File: src/rtl/itch_add_order_decoder.sv
// rtl/itch_add_order_decoder.sv - MoldUDP64 walker emitting ITCH 5.0 add-order records
// Define ITCH_SEQ_CHECK_EN to enable the header sequence-gap detector (seqGap).
module itch_add_order_decoder #(
   parameter logic [7:0] ADD_TYPE = 8'h41,
   parameter int         ADD_LEN  = 36
) (
   input  logic        clk,
   input  logic        rstN,
   input  logic        dataValid,
   input  logic [7:0]  data,
   output logic        orderValid,
   output logic [63:0] seqNum,
   output logic [15:0] locate,
   output logic [47:0] timeStamp,
   output logic [63:0] refNum,
   output logic        isBuy,
   output logic [31:0] shares,
   output logic [63:0] stock,
   output logic [31:0] price,
   output logic        pktErr,
   output logic        seqGap
);
   localparam logic [15:0] ADD_LEN16 = 16'(ADD_LEN);
   localparam logic [15:0] LAST_ADD  = 16'(ADD_LEN - 1);

   typedef enum logic [2:0] {HDR, LEN, BODY, SKIP, DONE} state_t;

   state_t        state;
   state_t        after_msg;
   logic [15:0]   byte_cnt;
   logic [15:0]   msg_len;
   logic [15:0]   msg_cnt;
   logic [15:0]   msg_idx;
   logic [63:0]   seq_base;
   logic [279:0]  rec;
   logic [287:0]  rec_nxt;
   logic [15:0]   cnt_full;
   logic [15:0]   len_full;
   logic [15:0]   idx_nxt;
   logic          unused_bits;

   // rec_nxt holds the full 36-byte message on its last byte, type byte in [287:280]
   assign rec_nxt     = {rec, data};
   assign cnt_full    = {msg_cnt[7:0], data};
   assign len_full    = {msg_len[7:0], data};
   assign idx_nxt     = msg_idx + 16'd1;
   assign after_msg   = (idx_nxt == msg_cnt) ? DONE : LEN;
   assign unused_bits = ^{rec_nxt[287:280], rec_nxt[263:248]};

`ifdef ITCH_SEQ_CHECK_EN
   logic [63:0] exp_seq;
`else
   assign seqGap = 1'b0;
`endif

   always_ff @(posedge clk or negedge rstN) begin
      if (!rstN) begin
         state      <= HDR;
         byte_cnt   <= 16'd0;
         msg_len    <= 16'd0;
         msg_cnt    <= 16'd0;
         msg_idx    <= 16'd0;
         seq_base   <= 64'd0;
         rec        <= '0;
         orderValid <= 1'b0;
         seqNum     <= 64'd0;
         locate     <= 16'd0;
         timeStamp  <= 48'd0;
         refNum     <= 64'd0;
         isBuy      <= 1'b0;
         shares     <= 32'd0;
         stock      <= 64'd0;
         price      <= 32'd0;
         pktErr     <= 1'b0;
`ifdef ITCH_SEQ_CHECK_EN
         seqGap     <= 1'b0;
         exp_seq    <= 64'd0;
`endif
      end else begin
         orderValid <= 1'b0;
         pktErr     <= 1'b0;
`ifdef ITCH_SEQ_CHECK_EN
         seqGap     <= 1'b0;
`endif
         if (!dataValid) begin
            // a packet that ends anywhere but between packets is truncated
            case (state)
               HDR:     if (byte_cnt != 16'd0) pktErr <= 1'b1;
               DONE:    ;
               default: pktErr <= 1'b1;
            endcase
            state    <= HDR;
            byte_cnt <= 16'd0;
         end else begin
            case (state)
               HDR: begin
                  if (byte_cnt >= 16'd10 && byte_cnt <= 16'd17)
                     seq_base <= {seq_base[55:0], data};
                  if (byte_cnt == 16'd18)
                     msg_cnt <= cnt_full;
                  if (byte_cnt == 16'd19) begin
                     msg_cnt  <= cnt_full;
                     msg_idx  <= 16'd0;
                     byte_cnt <= 16'd0;
                     state    <= (cnt_full == 16'd0 || cnt_full == 16'hFFFF) ? DONE : LEN;
`ifdef ITCH_SEQ_CHECK_EN
                     if (exp_seq != 64'd0 && exp_seq != seq_base)
                        seqGap <= 1'b1;
                     if (cnt_full != 16'd0 && cnt_full != 16'hFFFF)
                        exp_seq <= seq_base + {48'd0, cnt_full};
`endif
                  end else begin
                     byte_cnt <= byte_cnt + 16'd1;
                  end
               end
               LEN: begin
                  msg_len <= len_full;
                  if (byte_cnt == 16'd0) begin
                     byte_cnt <= 16'd1;
                  end else begin
                     byte_cnt <= 16'd0;
                     if (len_full == 16'd0) begin
                        msg_idx <= idx_nxt;
                        state   <= after_msg;
                     end else begin
                        state   <= BODY;
                     end
                  end
               end
               BODY: begin
                  byte_cnt <= byte_cnt + 16'd1;
                  if (byte_cnt == 16'd0 && !(data == ADD_TYPE && msg_len == ADD_LEN16)) begin
                     if (msg_len == 16'd1) begin
                        msg_idx  <= idx_nxt;
                        state    <= after_msg;
                        byte_cnt <= 16'd0;
                     end else begin
                        state    <= SKIP;
                     end
                  end else begin
                     rec <= rec_nxt[279:0];
                     if (byte_cnt == LAST_ADD) begin
                        orderValid <= 1'b1;
                        seqNum     <= seq_base + {48'd0, msg_idx};
                        locate     <= rec_nxt[279:264];
                        timeStamp  <= rec_nxt[247:200];
                        refNum     <= rec_nxt[199:136];
                        isBuy      <= (rec_nxt[135:128] == 8'h42);
                        shares     <= rec_nxt[127:96];
                        stock      <= rec_nxt[95:32];
                        price      <= rec_nxt[31:0];
                        msg_idx    <= idx_nxt;
                        state      <= after_msg;
                        byte_cnt   <= 16'd0;
                     end
                  end
               end
               SKIP: begin
                  if (byte_cnt == msg_len - 16'd1) begin
                     msg_idx  <= idx_nxt;
                     state    <= after_msg;
                     byte_cnt <= 16'd0;
                  end else begin
                     byte_cnt <= byte_cnt + 16'd1;
                  end
               end
               default: ;
            endcase
         end
      end
   end
endmodule

File: config.mk
export PLATFORM = sky130hd
export DESIGN_NAME = itch_add_order_decoder
export DESIGN_NICKNAME = d
export VERILOG_FILES = /design/src/rtl/itch_add_order_decoder.sv
export SDC_FILE = /design/constraint.sdc
export NUM_CORES = 1
export LEC_CHECK = 0
export ABC_AREA = 1
export ABC_CLOCK_PERIOD_IN_PS = 2600
export CORE_ASPECT_RATIO = 0.7
export CORE_UTILIZATION = 30
export DETAILED_ROUTE_END_ITERATION = 12
export DONT_BUFFER_PORTS = 1
export PLACE_DENSITY = 0.44
export SLEW_MARGIN = 0
export SYNTH_ARGS = -nofsm -noshare
export SYNTH_HDL_FRONTEND = slang
export SYNTH_SLANG_ARGS = --single-unit
File: constraint.sdc
create_clock -name clk -period 2.6 [get_ports clk]
set_input_delay 0.52 -clock clk [delete_from_list [all_inputs] [get_ports clk]]
set_output_delay 0.52 -clock clk [all_outputs]
set_load 0.01 [all_outputs]
## Word level (Yosys, flattened, before mapping)

Cells that the tools add are included.

- Register bits after elaboration: 726
- Input bits: 11
- Output and inout port bits: 324
- Logic and storage cells: 104

- Add/sub/neg operators: 4
- Order comparisons: 2
- Equal/unequal tests: 25
- Mux-type cells: 36
- Bitwise logic cells: 1
- Reduce and logical (&&, ||, !) cells: 19

Operators with widths:

| kind | number |
|---|---|
| 2-to-1 mux 16 bit | 15 |
| one-hot mux 16 bit (4 select lines) | 2 |
| adder 64 x 16 -> 64 bit | 1 |
| logical NOT 16 bit | 3 |
| adder 16 x 1 -> 16 bit, second input constant | 2 |
| equality test 16 bit | 2 |
| equality test 16 x 5 -> 1 bit, second input constant | 2 |
| equality test 16 x 6 -> 1 bit, second input constant | 2 |
| 2-to-1 mux 3 bit | 10 |
| equality test 16 x 1 -> 1 bit, second input constant | 1 |
| equality test 16 bit, second input constant | 1 |
| equality test 8 x 7 -> 1 bit, second input constant | 2 |
| >= comparator 16 x 4 -> 1 bit, second input constant | 1 |
| <= comparator 16 x 5 -> 1 bit, second input constant | 1 |
| nonzero test 16 bit | 1 |
| subtractor 16 x 1 -> 16 bit, second input constant | 1 |
| inequality test 3 bit, second input constant | 5 |
| one-hot mux 3 bit (4 select lines) | 1 |
| AND reduction 3 bit | 3 |
| inequality test 2 bit, second input constant | 4 |
| AND reduction 8 bit | 1 |
| 2-to-1 mux 1 bit | 7 |
| equality test 3 x 2 -> 1 bit, second input constant | 2 |
| inequality test 5 x 1 -> 1 bit, second input constant | 1 |
| other kinds (14) | 16 |

## Logic depth before layout (Yosys ltp)

- Word-level depth: 7
- Gate-level depth with buffers: 17
- Gate-level depth less buffers: 17

## Worst setup path after synthesis

OpenSTA, ideal clock, no wires.

- Path type: reg-to-reg
- From: register msg_idx[0]
- To: register seqNum[60]
- Setup time: 0.117 ns
- Arrival time: 2.171 ns
- Required time: 2.483 ns
- Slack: 0.311 ns
- Stages on the path, launching flop included: 14
- Path buffers: 0
- Period minus slack after synthesis: 2.289 ns
- Cell sequence: dfrtp_1 ha_1 inv_1 fa_1 o21ai_2 a21oi_1 o21ai_2 nand2_1 nor2_2 nand2_1 nor2_1 nand3_1 nand3_1 nand2_1

- Word-level cells in the longest chain between the ends: 1

Ends and longest elaborated chain:

| item | line | RTL |
|---|---|---|
| start, declared | 33 | `logic [15:0] msg_idx;` |
| start signal, assigned | 123 | `msg_idx <= idx_nxt;` |
| start signal, assigned | 134 | `msg_idx <= idx_nxt;` |
| start signal, assigned | 152 | `msg_idx <= idx_nxt;` |
| adder 64 x 16 -> 64 bit | 144 | `seqNum <= seq_base + {48'd0, msg_idx};` |
| end signal, assigned | 144 |  |
| end, declared | 12 | `output logic [63:0] seqNum,` |

Every way passes these cells.
A chain may end at the register's enable or synchronous reset.

## Final worst setup path

- From: register msg_idx[15]
- To: register seqNum[22]

Same word-level chain as after synthesis.

==> impl_metrics.json <==
{
  "grt_pass1_vias": 22900,
  "cp-end-kind": "flip-flop",
  "synth.avg_cell_area_um2": 8.83,
  "syn2layout_area_growth_pct": 15.7,
  "maxCapViolations": 0,
  "portBuffers": 0,
  "vias_per_cell": 4.53,
  "die_area_um2": 108000,
  "ys_warn_count": 0,
  "synth-seq-cells": 726,
  "worstPathRequired_ns": 3.13,
  "fin_cells": 5195,
  "met1_usage_pct": 25.2,
  "hold_ws_ns": -0.00672,
  "coreArea_um2": 105000,
  "drtAntennaViolNets": 0,
  "vias": 23500,
  "max_stage_delay_ns": 0.42,
  "critPathMaxFanout": 5,
  "crit_top_cell": "buf_4",
  "rows": 99,
  "dp_cells": 5030,
  "r2r_slack_ns": 0.19,
  "wl_per_cell_um": 17.4,
  "setup_viol": 0,
  "crit_type": "flip-flop to flip-flop",
  "start_kind": "flip-flop",
  "grt_pass1_wl_mm": 140,
  "layout-drive-gt1-share_pct": 10.8,
  "ys_async_sr_fraction_pct": 100,
  "busiest_layer": "met1",
  "clock_latency_ns": 0.67,
  "synth_area_um2": 32100,
  "met2_usage_pct": 22.6,
  "layout_min_cycle_time_ns": 2.41,
  "period_share_pct": 92.8,
  "fin_nets": 3751,
  "yosys.area.top_type": "dfrtp_1",
  "firstDrtPassIters": 5,
  "finalWirelength_mm": 90.3,
  "yosysSeqAreaShare_pct": 56.6,
  "ys_top_cells_by_area": "dfrtp_1, nand2_1, o21ai_1",
  "ys_types": 48,
  "use_met3_pct": 5.52,
  "place_area_um2": 34000,
  "cts_made_buffers": 81,
  "htree_levels": 3,
  "drtIter0Drc": 1526,
  "antenna_found_initial": 2,
  "cts_tree": "yes",
  "io-pin-count": 335,
  "crit_family": "compound AO/OA/AOI/OAI gates",
  "r2r-start": "msg_idx[15]",
  "synth_top_area_share_pct": 56.6,
  "synth.most_common_cell": "nand2_1",
  "syn_nets": 3673,
  "gp_congestion": 0.876,
  "synth-edff-count": 0,
  "route.detailed.drc": 0,
  "p_leak_nw": 17.5,
  "path_cells": "ha_2, buf_4, a21oi_1, o21ai_0, a21oi_1, o21ai_2, buf_4, buf_4, nand2_1, xor2_2, o21ai_0",
  "slew_headroom_pct": 21.1,
  "power_frac_comb_pct": 16.6,
  "grt.overflow.total": 0,
  "fmax_ghz": 0.414,
  "synth-main-ff-cell": "dfrtp_1",
  "clockPowerShare_pct": 36.8,
  "clkTransAtPathRegs_ns": 0.06,
  "outcome": "complete, but fails checks",
  "switching_share_pct": 30.7,
  "worstMarginPinSlew_ns": 1.18,
  "critPathBufInv": 3,
  "p_per_area_nw_per_um2": 871,
  "clock_path_buffers": 3,
  "worstPathArrival_ns": 2.94,
  "power_frac_seq_pct": 46.6,
  "final-max-slew-violation-count": 0,
  "hold_violations": 1,
  "syn_inst": 3638,
  "worstSetupStartpoint": "msg_idx[15]",
  "violations": "negative hold slack",
  "die_h_um": 276,
  "finClkSkew_ns": 0.0352,
  "hpwl_mm": 62.8,
  "grt_start_max_net_pins": 727,
  "cp_slowest_cell": "dfrtp_1",
  "internal_power_mw": 22.4,
  "min_path_type": "input pin to async pin",
  "max-vdd-ir-drop_mv": 0.464,
  "grt_usage_pct": 16.7,
  "die_w_um": 393,
  "ctsRootBufferMaster": "clkbuf_16",
  "p_sw_mw": 9.94,
  "start_util_pct": 30.5,
  "synthTopCellsByCount": "nand2_1, dfrtp_1, inv_1",
  "clock-sinks": 726,
  "layout.cell_area.non_filler_um2": 37100
}
-- repair_timing --
action                                  4_1_cts  5_1_grt
pin swaps                                     1        2
endpoints found under the setup margin        3       32
cloned                                        0        1
gates resized for setup                       1       22
hold buffers                                  9        2
buffers inserted                              1        1
endpoints found under the hold margin       737      103
-- kinds of logic (layout without fill, tap and decap cells) --
group / Yosys count / in the layout / share of synthesized area, %
DFF: 726 / 726 / 56.6
other: 1 / 4 / 0.0117
xor gates and xnor gates: 64 / 64 / 1.75
adders and majority gates: 24 / 24 / 0.959
buffers and inverters: 614 / 754 / 9.20
muxes: 7 / 7 / 0.246
AOI/OAI and AO/OA: 735 / 735 / 12.0
and+or+nand+nor: 1467 / 1467 / 19.2
-- area by class of cell --
cell class,count,area [um^2]
sequential,726,18200
tap,1414,1770
timing repair buffer,164,1710
clock buffer,117,2340
clock inverter,28,408
multi-input combinational,2298,11100
antenna,3,7.51
fill,10900,68000
inverter,445,1670
-- per-layer routing --
metal	wire length [um]	part of all wire (%)
met1	46400	51
met5	0	0
met2	35900	40
met4	1550	1.7
met3	6550	7.2
-- sequential cells by signal, indices dropped and copies added (netlist names), 32 cells and up --
signal / flops
price: 32
rec: 272
refNum: 64
seqNum: 64
seq_base: 64
shares: 32
stock: 64
timeStamp: 48
-- cell usage in the layout (no fill, tap or decap), types with 16 or more instances in the layout --
| cell type | netlist | routed |
|---|---|---|
| nor4_1 | 16 | 16 |
| nand2_2 | 22 | 23 |
| nand4_1 | 54 | 54 |
| inv_1 | 437 | 436 |
| xnor2_1 | 16 | 16 |
| o21ai_2 | 37 | 37 |
| nor3_1 | 20 | 20 |
| nand3_1 | 111 | 111 |
| clkbuf_1 | 39 | 19 |
| o21ai_0 | 280 | 279 |
| buf_12 | 1 | 23 |
| dfrtp_1 | 726 | 726 |
| buf_4 | 43 | 122 |
| clkbuf_8 | 0 | 16 |
| xor2_1 | 48 | 46 |
| a21oi_1 | 41 | 38 |
| clkbuf_16 | 0 | 83 |
| ha_1 | 23 | 20 |
| nand2_1 | 1049 | 1048 |
| o21ai_1 | 360 | 360 |
| nor2_1 | 142 | 140 |
-- final timing paths --
path                       cells past startpoint          to
max                                           11  seqNum[22]
min                                            1    rec[211]
max reg2reg                                   11  seqNum[22]
min reg2reg                                    2    rec[254]
max in group asynchronous                      2   stock[34]
min in group clk                               4    state[2]
-- power by group through the flow --
stage / logic (mW) / registers (mW) / clock network (mW)
after detailed placement: 5.20 / 15.3 / 0
after CTS: 5.26 / 15.1 / 12.4
after global placement: 5.18 / 15.3 / 0
after global routing: 6.30 / 15.4 / 12.8
final: 5.39 / 15.1 / 11.9
after floorplan: 3.91 / 14.8 / 0
-- per-stage QoR --
| stage | utilization, % | power, mW | worst slack (ns) | setup TNS, ns |
|---|---|---|---|---|
| final | 35.3 | 32.4 | 0.187 | 0 |
| after global routing | 35.3 | 34.5 | -0.00347 | -0.00347 |
| after CTS | 35.1 | 32.7 | 0.00362 | 0 |
| after detailed placement | 32.4 | 20.5 | 0.0388 | 0 |
| after global placement | 32.4 | 20.5 | 0.0885 | 0 |
| after floorplan | - | 18.7 | 0.311 | 0 |
Note: power is estimated with default switching activity, not from simulation.
